--- config.mk ---
export PLATFORM = sky130hd
export DESIGN_NAME = stack_row_sequencer
export DESIGN_NICKNAME = d
export VERILOG_FILES = /design/src/rtl/stack_row_sequencer_pkg.sv /design/src/rtl/stack_row_sequencer_ticker.sv /design/src/rtl/stack_row_sequencer.sv
export SDC_FILE = /design/constraint.sdc
export NUM_CORES = 1
export LEC_CHECK = 0
export CAP_MARGIN = 20
export CORE_AREA = 3 3 98 100
export DETAILED_ROUTE_END_ITERATION = 6
export DIE_AREA = 0 0 101 103
export PLACE_DENSITY = 0.6
export SLEW_MARGIN = 20
export SYNTH_ARGS = -nofsm -noshare
export SYNTH_HDL_FRONTEND = slang
export SYNTH_SLANG_ARGS = --single-unit
export TNS_END_PERCENT = 100
--- constraint.sdc ---
create_clock -name clk -period 2.1 [get_ports clk]
set_input_delay 0.42 -clock clk [delete_from_list [all_inputs] [get_ports clk]]
set_output_delay 0.42 -clock clk [all_outputs]
set_load 0.02 [all_outputs]
--- src/rtl/stack_row_sequencer_pkg.sv ---
// Shared definitions for the stacking-game row sequencer: state encoding,
// board geometry and legal parameter ranges.
package stack_row_sequencer_pkg;

    typedef enum logic [2:0] {
        S_IDLE  = 3'd0,
        S_CLEAR = 3'd1,
        S_MOVE  = 3'd2,
        S_PLACE = 3'd3,
        S_NEXT  = 3'd4,
        S_WIN   = 3'd5,
        S_LOSE  = 3'd6
    } seq_state_t;

    localparam int GRID_DIM        = 8;
    localparam int BASE_PERIOD_MIN = 8;
    localparam int BASE_PERIOD_MAX = 15;
    localparam int INIT_WIDTH_MIN  = 1;

    // Right-aligned run of w ones: the starting segment.
    function automatic logic [7:0] low_ones(input int w);
        return 8'((1 << w) - 1);
    endfunction

endpackage

--- src/rtl/stack_row_sequencer_ticker.sv ---
// Speed tick generator: free-running prescaler feeding a threshold counter.
// restart zeroes both so the first tick lands one full interval later.
module stack_speed_ticker #(
    parameter int TICK_DIV_W = 20
) (
    input  logic       clk,
    input  logic       reset,
    input  logic       restart,
    input  logic [3:0] period,
    output logic       tick
);
    logic [TICK_DIV_W-1:0] pre_cnt;
    logic [3:0]            tick_cnt;
    logic                  pre_pulse;

    // Pulse on the cycle the prescaler wraps back to zero.
    assign pre_pulse = &pre_cnt;
    assign tick      = pre_pulse && (tick_cnt == period) && !restart;

    always_ff @(posedge clk or negedge reset) begin
        if (!reset) begin
            pre_cnt  <= '0;
            tick_cnt <= '0;
        end else if (restart) begin
            pre_cnt  <= '0;
            tick_cnt <= '0;
        end else begin
            pre_cnt <= pre_cnt + TICK_DIV_W'(1);
            if (pre_pulse)
                tick_cnt <= (tick_cnt == period) ? 4'd0 : tick_cnt + 4'd1;
        end
    end

endmodule

--- src/rtl/stack_row_sequencer.sv ---
// Stacking-game controller: slides the segment, captures the press, computes
// overlap with the row below and drives the block-array write port.
module stack_row_sequencer
    import stack_row_sequencer_pkg::*;
#(
    parameter int BASE_PERIOD = 12,
    parameter int TICK_DIV_W  = 20,
    parameter int INIT_WIDTH  = 3
) (
    input  logic       clk,
    input  logic       reset,
    input  logic       btn,
    output logic [7:0] val,
    output logic [2:0] row_index,
    output logic       write_strobe,
    output logic       clr_array,
    output logic [2:0] state,
    output logic [3:0] period,
    output logic       win,
    output logic       lose
);
    if (BASE_PERIOD < BASE_PERIOD_MIN || BASE_PERIOD > BASE_PERIOD_MAX ||
        INIT_WIDTH < INIT_WIDTH_MIN || INIT_WIDTH > GRID_DIM) begin : g_bad_param
        $error("stack_row_sequencer: parameter out of range");
    end

    localparam logic [7:0] INIT_VAL = low_ones(INIT_WIDTH);
    localparam logic [2:0] TOP_ROW  = 3'(GRID_DIM - 1);

    seq_state_t st, nxt;
    logic       dir_left, dir_left_d;
    logic [7:0] below, below_d, val_d;
    logic [2:0] row_d;
    logic       strobe_d, clr_d, win_d, lose_d;
    logic       tick;

    assign state  = st;
    assign period = 4'(BASE_PERIOD) - {1'b0, row_index};

    stack_speed_ticker #(.TICK_DIV_W(TICK_DIV_W)) u_ticker (
        .clk     (clk),
        .reset   (reset),
        .restart (st != S_MOVE),
        .period  (period),
        .tick    (tick)
    );

    always_ff @(posedge clk or negedge reset) begin
        if (!reset) st <= S_IDLE;
        else        st <= nxt;
    end

    always_comb begin
        nxt = st;
        case (st)
            S_IDLE:  if (btn) nxt = S_CLEAR;
            S_CLEAR: nxt = S_MOVE;
            S_MOVE:  if (btn) nxt = S_PLACE;
            // val already holds the placed pattern during PLACE
            S_PLACE: begin
                if (val == 8'h00)            nxt = S_LOSE;
                else if (row_index == TOP_ROW) nxt = S_WIN;
                else                          nxt = S_NEXT;
            end
            S_NEXT:  nxt = S_MOVE;
            S_WIN,
            S_LOSE:  if (btn) nxt = S_CLEAR;
            default: nxt = S_IDLE;
        endcase
    end

    // Next values of the registered outputs, keyed on the transition taken.
    always_comb begin
        val_d      = val;
        row_d      = row_index;
        below_d    = below;
        dir_left_d = dir_left;
        strobe_d   = 1'b0;
        clr_d      = 1'b0;
        win_d      = win;
        lose_d     = lose;
        if (nxt == S_CLEAR && st != S_CLEAR) begin
            clr_d      = 1'b1;
            val_d      = INIT_VAL;
            row_d      = 3'd0;
            below_d    = 8'hFF;
            dir_left_d = 1'b1;
            win_d      = 1'b0;
            lose_d     = 1'b0;
        end else begin
            case (st)
                S_CLEAR, S_NEXT: strobe_d = 1'b1;
                S_MOVE: begin
                    if (nxt == S_PLACE) begin
                        val_d    = val & below;
                        strobe_d = 1'b1;
                    end else if (tick) begin
                        strobe_d = 1'b1;
                        // Bounce reverses and moves on the same tick.
                        if (val != 8'hFF) begin
                            if (dir_left) begin
                                if (val[7]) begin
                                    dir_left_d = 1'b0;
                                    val_d      = val >> 1;
                                end else begin
                                    val_d = val << 1;
                                end
                            end else begin
                                if (val[0]) begin
                                    dir_left_d = 1'b1;
                                    val_d      = val << 1;
                                end else begin
                                    val_d = val >> 1;
                                end
                            end
                        end
                    end
                end
                S_PLACE: begin
                    if (nxt == S_NEXT) begin
                        below_d = val;
                        row_d   = row_index + 3'd1;
                    end else if (nxt == S_WIN) begin
                        win_d = 1'b1;
                    end else begin
                        lose_d = 1'b1;
                    end
                end
                default: ;
            endcase
        end
    end

    always_ff @(posedge clk or negedge reset) begin
        if (!reset) begin
            val          <= 8'h00;
            row_index    <= 3'd0;
            below        <= 8'hFF;
            dir_left     <= 1'b1;
            write_strobe <= 1'b0;
            clr_array    <= 1'b0;
            win          <= 1'b0;
            lose         <= 1'b0;
        end else begin
            val          <= val_d;
            row_index    <= row_d;
            below        <= below_d;
            dir_left     <= dir_left_d;
            write_strobe <= strobe_d;
            clr_array    <= clr_d;
            win          <= win_d;
            lose         <= lose_d;
        end
    end

endmodule

After elaboration in Yosys (flattened, before gate mapping)

Cells that the tools add are included.

Flip-flop bits (word level): 51
Output and inout port bits: 22
Logic and storage cells: 101
Bits of input ports: 3

Equal/unequal tests: 18
Bitwise gates (word level): 1
Muxes and demuxes: 44
Add/sub/neg operators: 4
Reduce and logical (&&, ||, !) cells: 23

Operator list:

| kind                                                                   | count |
|---|---|
| 8-bit two-way mux                                                      | 11 |
| 1-bit two-way mux                                                      | 21 |
| 20-bit by 1-bit adder with 20-bit output (second input constant)       | 1 |
| 20-bit two-way mux                                                     | 1 |
| 20-bit AND reduction                                                   | 1 |
| 3-bit equality test (second input constant)                            | 6 |
| 3-bit two-way mux                                                      | 5 |
| 2-bit nonzero test                                                     | 7 |
| 4-bit two-way mux                                                      | 3 |
| 3-bit one-hot mux with 4 select lines                                  | 1 |
| 3-bit by 2-bit equality test with 1-bit output (second input constant) | 3 |
| 3-bit AND reduction                                                    | 3 |
| 8-bit bitwise AND                                                      | 1 |
| 8-bit logical NOT                                                      | 1 |
| 8-bit != test (second input constant)                                  | 1 |
| 3-bit by 1-bit equality test with 1-bit output (second input constant) | 2 |
| 2-bit != test (second input constant)                                  | 3 |
| 3-bit nonzero test                                                     | 2 |
| 4-bit by 1-bit adder with 4-bit output (second input constant)         | 1 |
| 4-bit equality test                                                    | 1 |
| 4-bit AND reduction                                                    | 1 |
| 4-bit by 3-bit subtractor with 4-bit output (first input constant)     | 1 |
| 3-bit by 1-bit adder with 3-bit output (second input constant)         | 1 |
| 1-bit logical AND                                                      | 3 |
| other kinds (9)                                                        | 9 |

Longest topological paths before layout

Depth after elaboration: 9
Depth in mapped cells: 8

By module

Synthesis repeated with hierarchy kept, for this count alone.

Cell total of the unflattened synthesis: 291
Area, all modules: 2797.7 µm²

Modules (own cells, without submodules):

| module              | sequential area each (µm²) | times used | area each (µm²) | cells each |
|---|---|---|---|---|
| stack_row_sequencer | 686.9                      | 1          | 1542.7          | 158 |
| stack_speed_ticker  | 600.6                      | 1          | 1255.0          | 133 |

Worst setup path after synthesis

Ideal clock, no wire load.

Path type: reg-to-reg
Start point: reg row_index[0]
End point: reg val[1]
Buffers on the path: 1
Data required time: 1.975 ns
Setup time: 0.125 ns
Cell stages (with the launch flop): 9
Setup slack: -0.140 ns
Data arrival time: 2.115 ns
Cells stage by stage: dfrtp_1 inv_1 ha_1 xor2_1 and4b_1 o211ai_4 nand3b_4 buf_6 mux2_4

Cells in the longest elaborated chain, start to end: 8
Elaborated cells between the ends (all ways): 18
Classes of those cells: add/sub (1); eq/ne (4); mux (6); reduce/logical (7)

Ends and longest elaborated chain:

| item                                                                                                             | line                                                 | RTL |
|---|---|---|
| start, declared                                                                                                  | stack_row_sequencer.sv:14                            | `output logic [2:0] row_index,` |
| start signal, assigned                                                                                           | stack_row_sequencer.sv:146                           | `row_index <= row_d;` |
| 3-bit equality test                                                                                              | stack_row_sequencer.sv:62                            | `else if (row_index == TOP_ROW) nxt = S_WIN;` |
| 1-bit two-way mux                                                                                                | stack_row_sequencer.sv:62                            |  |
| 2-bit two-way mux                                                                                                | stack_row_sequencer.sv:61                            | `if (val == 8'h00) nxt = S_LOSE;` |
| 3-bit one-hot mux with 4 select lines                                                                            | stack_row_sequencer.sv:55                            | `case (st)` |
| 3-bit by 1-bit equality test with 1-bit output or 3-bit by 2-bit equality test with 1-bit output (tied branches) | stack_row_sequencer.sv:82, stack_row_sequencer.sv:94 |  |
| 1-bit logical AND or 8-bit two-way mux (tied branches)                                                           | stack_row_sequencer.sv:82, stack_row_sequencer.sv:94 |  |
| 3-bit nonzero test (no source line) (tied with other cells)                                                      | n/a                                                  |  |
| 3-bit AND reduction (no source line) or 8-bit two-way mux (tied branches)                                        | n/a                                                  |  |
| end signal, assigned                                                                                             | stack_row_sequencer.sv:145                           | `val <= val_d;` |
| end, declared                                                                                                    | stack_row_sequencer.sv:13                            | `output logic [7:0] val,` |

Parallel ways exist; a longest one is shown, timed or not. The select of a mux whose other input is x is not followed.
A chain may end at the register's enable or synchronous reset.

Worst setup path after layout

Start point: reg row_index[1]
End point: reg val[0]

The elaborated chain is that of the path after synthesis.

==> flow_summary_export.csv <==
group,metric,value,unit
detailed_routing,vias_per_cell,4.99,
cts,cts.sink_count,51,
power,clkPwrFrac,0.238,
power,leakagePower,0.00147,uW
timing,setup_viol,0,
worst_setup_path,end_kind,"flop",
die,die_h,103,um
timing,period_share,0.950,
logic_synthesis,synth-xor-area-share,0.0629,
power,power_frac_seq,0.362,
outcome,status,"finished, final reports clean",
timing,whs,64.0,ps
grt,grt_pass1_wl,10.5,mm
power,ir_worst_vdd,0.000614,V
detailed_routing,wl_per_cell,13.8,um
detailed_routing,antenna_left,0,
cts,cts_max_level,2,
power,combPwrFrac,0.400,
worst_setup_path,cp_slowest_cell,"dfrtp_2",
power,p_sw,1190,uW
cts,cts-buffers-inserted,5,
logic_synthesis,synth_edf_count,0,
die,dieWidth,101,um
power,p_int,2210,uW
worst_setup_path,start_kind,"flop",
place,post-place-ws,128,ps
worst_setup_path,slowest_delay,430,ps
place,gp_congestion,0.809,
timing,setup_ws,105,ps
place,port_buffers,24,
worst_setup_path,crit_chain,"inv_1 -> ha_1 -> xor2_1 -> and4b_1 -> o211ai_4 -> buf_4 -> o41ai_1 -> a21o_1",
logic_synthesis,syn_area,0.00279,mm2
place,hpwl,4.46,mm
detailed_routing,firstDrtPassIters,4,
grt,grt_pass1_vias,2167,
run,drv_cap,0,
cells_and_area,fin_util,0.393,
cells_and_area,fin_nets,338,
detailed_routing,drc,0,
cts,cts-root-buf,"clkbuf_8",
timing,slew_headroom,0.658,
worst_setup_path,worstPathArrival,2250,ps
logic_synthesis,synthDistinctLibCells,49,
logic_synthesis,yosysWarningCount,0,
cells_and_area,syn2layout_area_growth,23.5,%
logic_synthesis,yosysSeqAreaShare,0.462,
cells_and_area,antenna_cells,0,
power,power_density,986,mW/mm2
logic_synthesis,syn_avg_cell_area,9.78,um2
logic_synthesis,yosys.area_share.simple,0.227,
cts,clk_latency,310,ps
die,floorplan.initialDensity,0.318,
cts,postCtsSetupBuffers,0,
worst_setup_path,path_class,"flop to flop",
logic_synthesis,syn_nets,293,
timing,fin_skew,14.9,ps
die,die_area,0.0104,mm2
logic_synthesis,postSynthCellCount,285,
cts,clk_pin_slew,100,ps
timing,finalHoldViolations,0,
timing,tightest_slew,511,ps
logic_synthesis,synth_top_family_by_area,"simple AND/OR/NAND/NOR gates",
power,power,3400,uW
detailed_routing,routed_wirelength,6.08,mm
logic_synthesis,synth_compound_area_frac,0.105,
grt,grt_max_degree,33,
cts,holdBufCountCts,0,
hold_path,hold_path_class,"input pin to async pin",
logic_synthesis,ys.flop_type,"dfrtp_1",
logic_synthesis,synthArstFlopShare,1.00,
die,coreArea,0.00876,mm2
grt,antenna_found_initial,0,
worst_setup_path,path_max_fanout,8,
cells_and_area,fill_cells,904,
logic_synthesis,yosys.area_share.adder,0.0225,
timing,fmax,501,MHz
cells_and_area,final_common_cell,"dfrtp_1",
cts,cts_tree,"built",
detailed_routing,vias,2189,
worst_setup_path,worstPathRequired,2350,ps
power,switching_share,0.351,
grt,grt_overflow_total,0,
timing,period_minus_slack,1990,ps
detailed_routing,initialDrtViolationCount,92,
timing,report.final.slew_viol_count,0,
cells_and_area,final_layout_size_suffix_gt1_frac,0.166,
die,fp-row-count,34,
grt,grt_use_total,0.125,
cts,cts_buffer_depth,2,
logic_synthesis,synth.area.mux_share,0.0880,
timing,rsz0062_at_grt,"false",
cells_and_area,final_cell_mix,"dfrtp_1, nand2_1, nor2_1",
die,io_pins,25,
logic_synthesis,ys_seq_elements,51,
timing,fin_setup_tns,0,ps
## worst paths after layout
| check | startpoint | endpoint | slack (ps) | depth (start not counted) |
|---|---|---|---|---|
| max reg2reg | row_index[1] | val[0] | 110 | 8 |
| max | row_index[1] | val[0] | 110 | 8 |
| min reg2reg | u_ticker.pre_cnt[0] | u_ticker.pre_cnt[0] | 480 | 1 |
| min in group clk | u_ticker.pre_cnt[0] | u_ticker.pre_cnt[0] | 480 | 1 |
| max in group asynchronous | reset | below[0] | 1410 | 2 |
| min | reset | row_index[1] | 60 | 1 |
## cell usage after synthesis, types with 2 or more instances
master | number | area, um2
and2_1 | 5 | 31.3
nor3_1 | 3 | 15.0
nor4_1 | 2 | 12.5
mux2i_1 | 20 | 200
mux2_4 | 3 | 45.0
clkbuf_1 | 5 | 18.8
inv_1 | 5 | 18.8
nor2b_1 | 7 | 43.8
a22oi_1 | 3 | 22.5
o21a_1 | 2 | 15.0
dfstp_2 | 9 | 236
nand2b_1 | 5 | 31.3
o21ai_0 | 15 | 75.1
ha_1 | 5 | 62.6
and3_1 | 2 | 12.5
buf_2 | 4 | 20.0
a31oi_1 | 2 | 12.5
nand2_1 | 34 | 128
dfrtp_1 | 42 | 1050
nand3_1 | 11 | 55.1
buf_4 | 2 | 15.0
xor2_1 | 13 | 114
nand4_1 | 6 | 37.5
xnor2_1 | 7 | 61.3
and4_1 | 4 | 35.0
nor2_1 | 28 | 105
a21oi_1 | 12 | 60.1
or3_1 | 5 | 31.3
o211ai_1 | 2 | 15.0
o22ai_1 | 2 | 12.5
and3b_1 | 2 | 17.5
## per-stage QoR
stage / instances / cell area (um2)
global placement: 431 / 3310
finish: 439 / 3440
CTS: 439 / 3440
detailed placement: 431 / 3310
floorplan: 285 / 2800
global route: 439 / 3440
## registers in the layout (all words and copies together) (netlist names)
register,flops
u_ticker.pre_cnt,20
below,8
val,8
u_ticker.tick_cnt,4
row_index,3
state,3
clr_array,1
dir_left,1
lose,1
win,1
write_strobe,1
## per-layer routing
layer  part of all wire  vias to the layer above  GRT usage
met3              0.022                        6     0.0230
met2               0.48                       33      0.208
met4             0.0091                        0     0.0297
met5                  0                        -          0
li1                   -                     1081          -
met1               0.49                     1069      0.168
## timing repair
action,4_1_cts,5_1_grt
resized for setup,3,0
setup endpoints to repair,3,0
hold endpoints to repair,0,0
## power by group through the flow
stage               logic [uW]  clock network [uW]  registers (uW)
floorplan                  796                   0            1340
global placement          1390                   0            1240
detailed placement        1390                   0            1250
CTS                       1380                 833            1230
global route              1510                 869            1250
finish                    1360                 807            1230
## critical path: cells and delay by family (launching register included)
kind,cells,cell delay [ps]
flip-flops,1,430
AO/OA/AOI/OAI,3,570
XOR/XNOR,1,220
adder cells (fa/ha/maj),1,220
AND/OR/NAND/NOR,1,270
buffers and inverters,2,230
## logic make-up (layout without fill, tap and decap cells)
logic type / count (synthesis) / in the layout
adder cells (fa/ha/maj): 5 / 5
flip-flops: 51 / 51
AO/OA/AOI/OAI: 46 / 46
XOR/XNOR: 20 / 20
buffers and inverters: 19 / 65
multiplexers: 23 / 23
AND/OR/NAND/NOR: 121 / 121
## area by class of cell
class / count / area [um2] / area share
Inverter: 5 / 18.8 / 0.00545
Tap cell: 108 / 135 / 0.0393
Clock buffer: 6 / 72.6 / 0.0211
Multi-Input combinational cell: 215 / 1410 / 0.410
Clock inverter: 2 / 60.1 / 0.0174
Timing Repair Buffer: 52 / 454 / 0.132
Sequential cell: 51 / 1290 / 0.375
(Power assumes the default switching activity.)
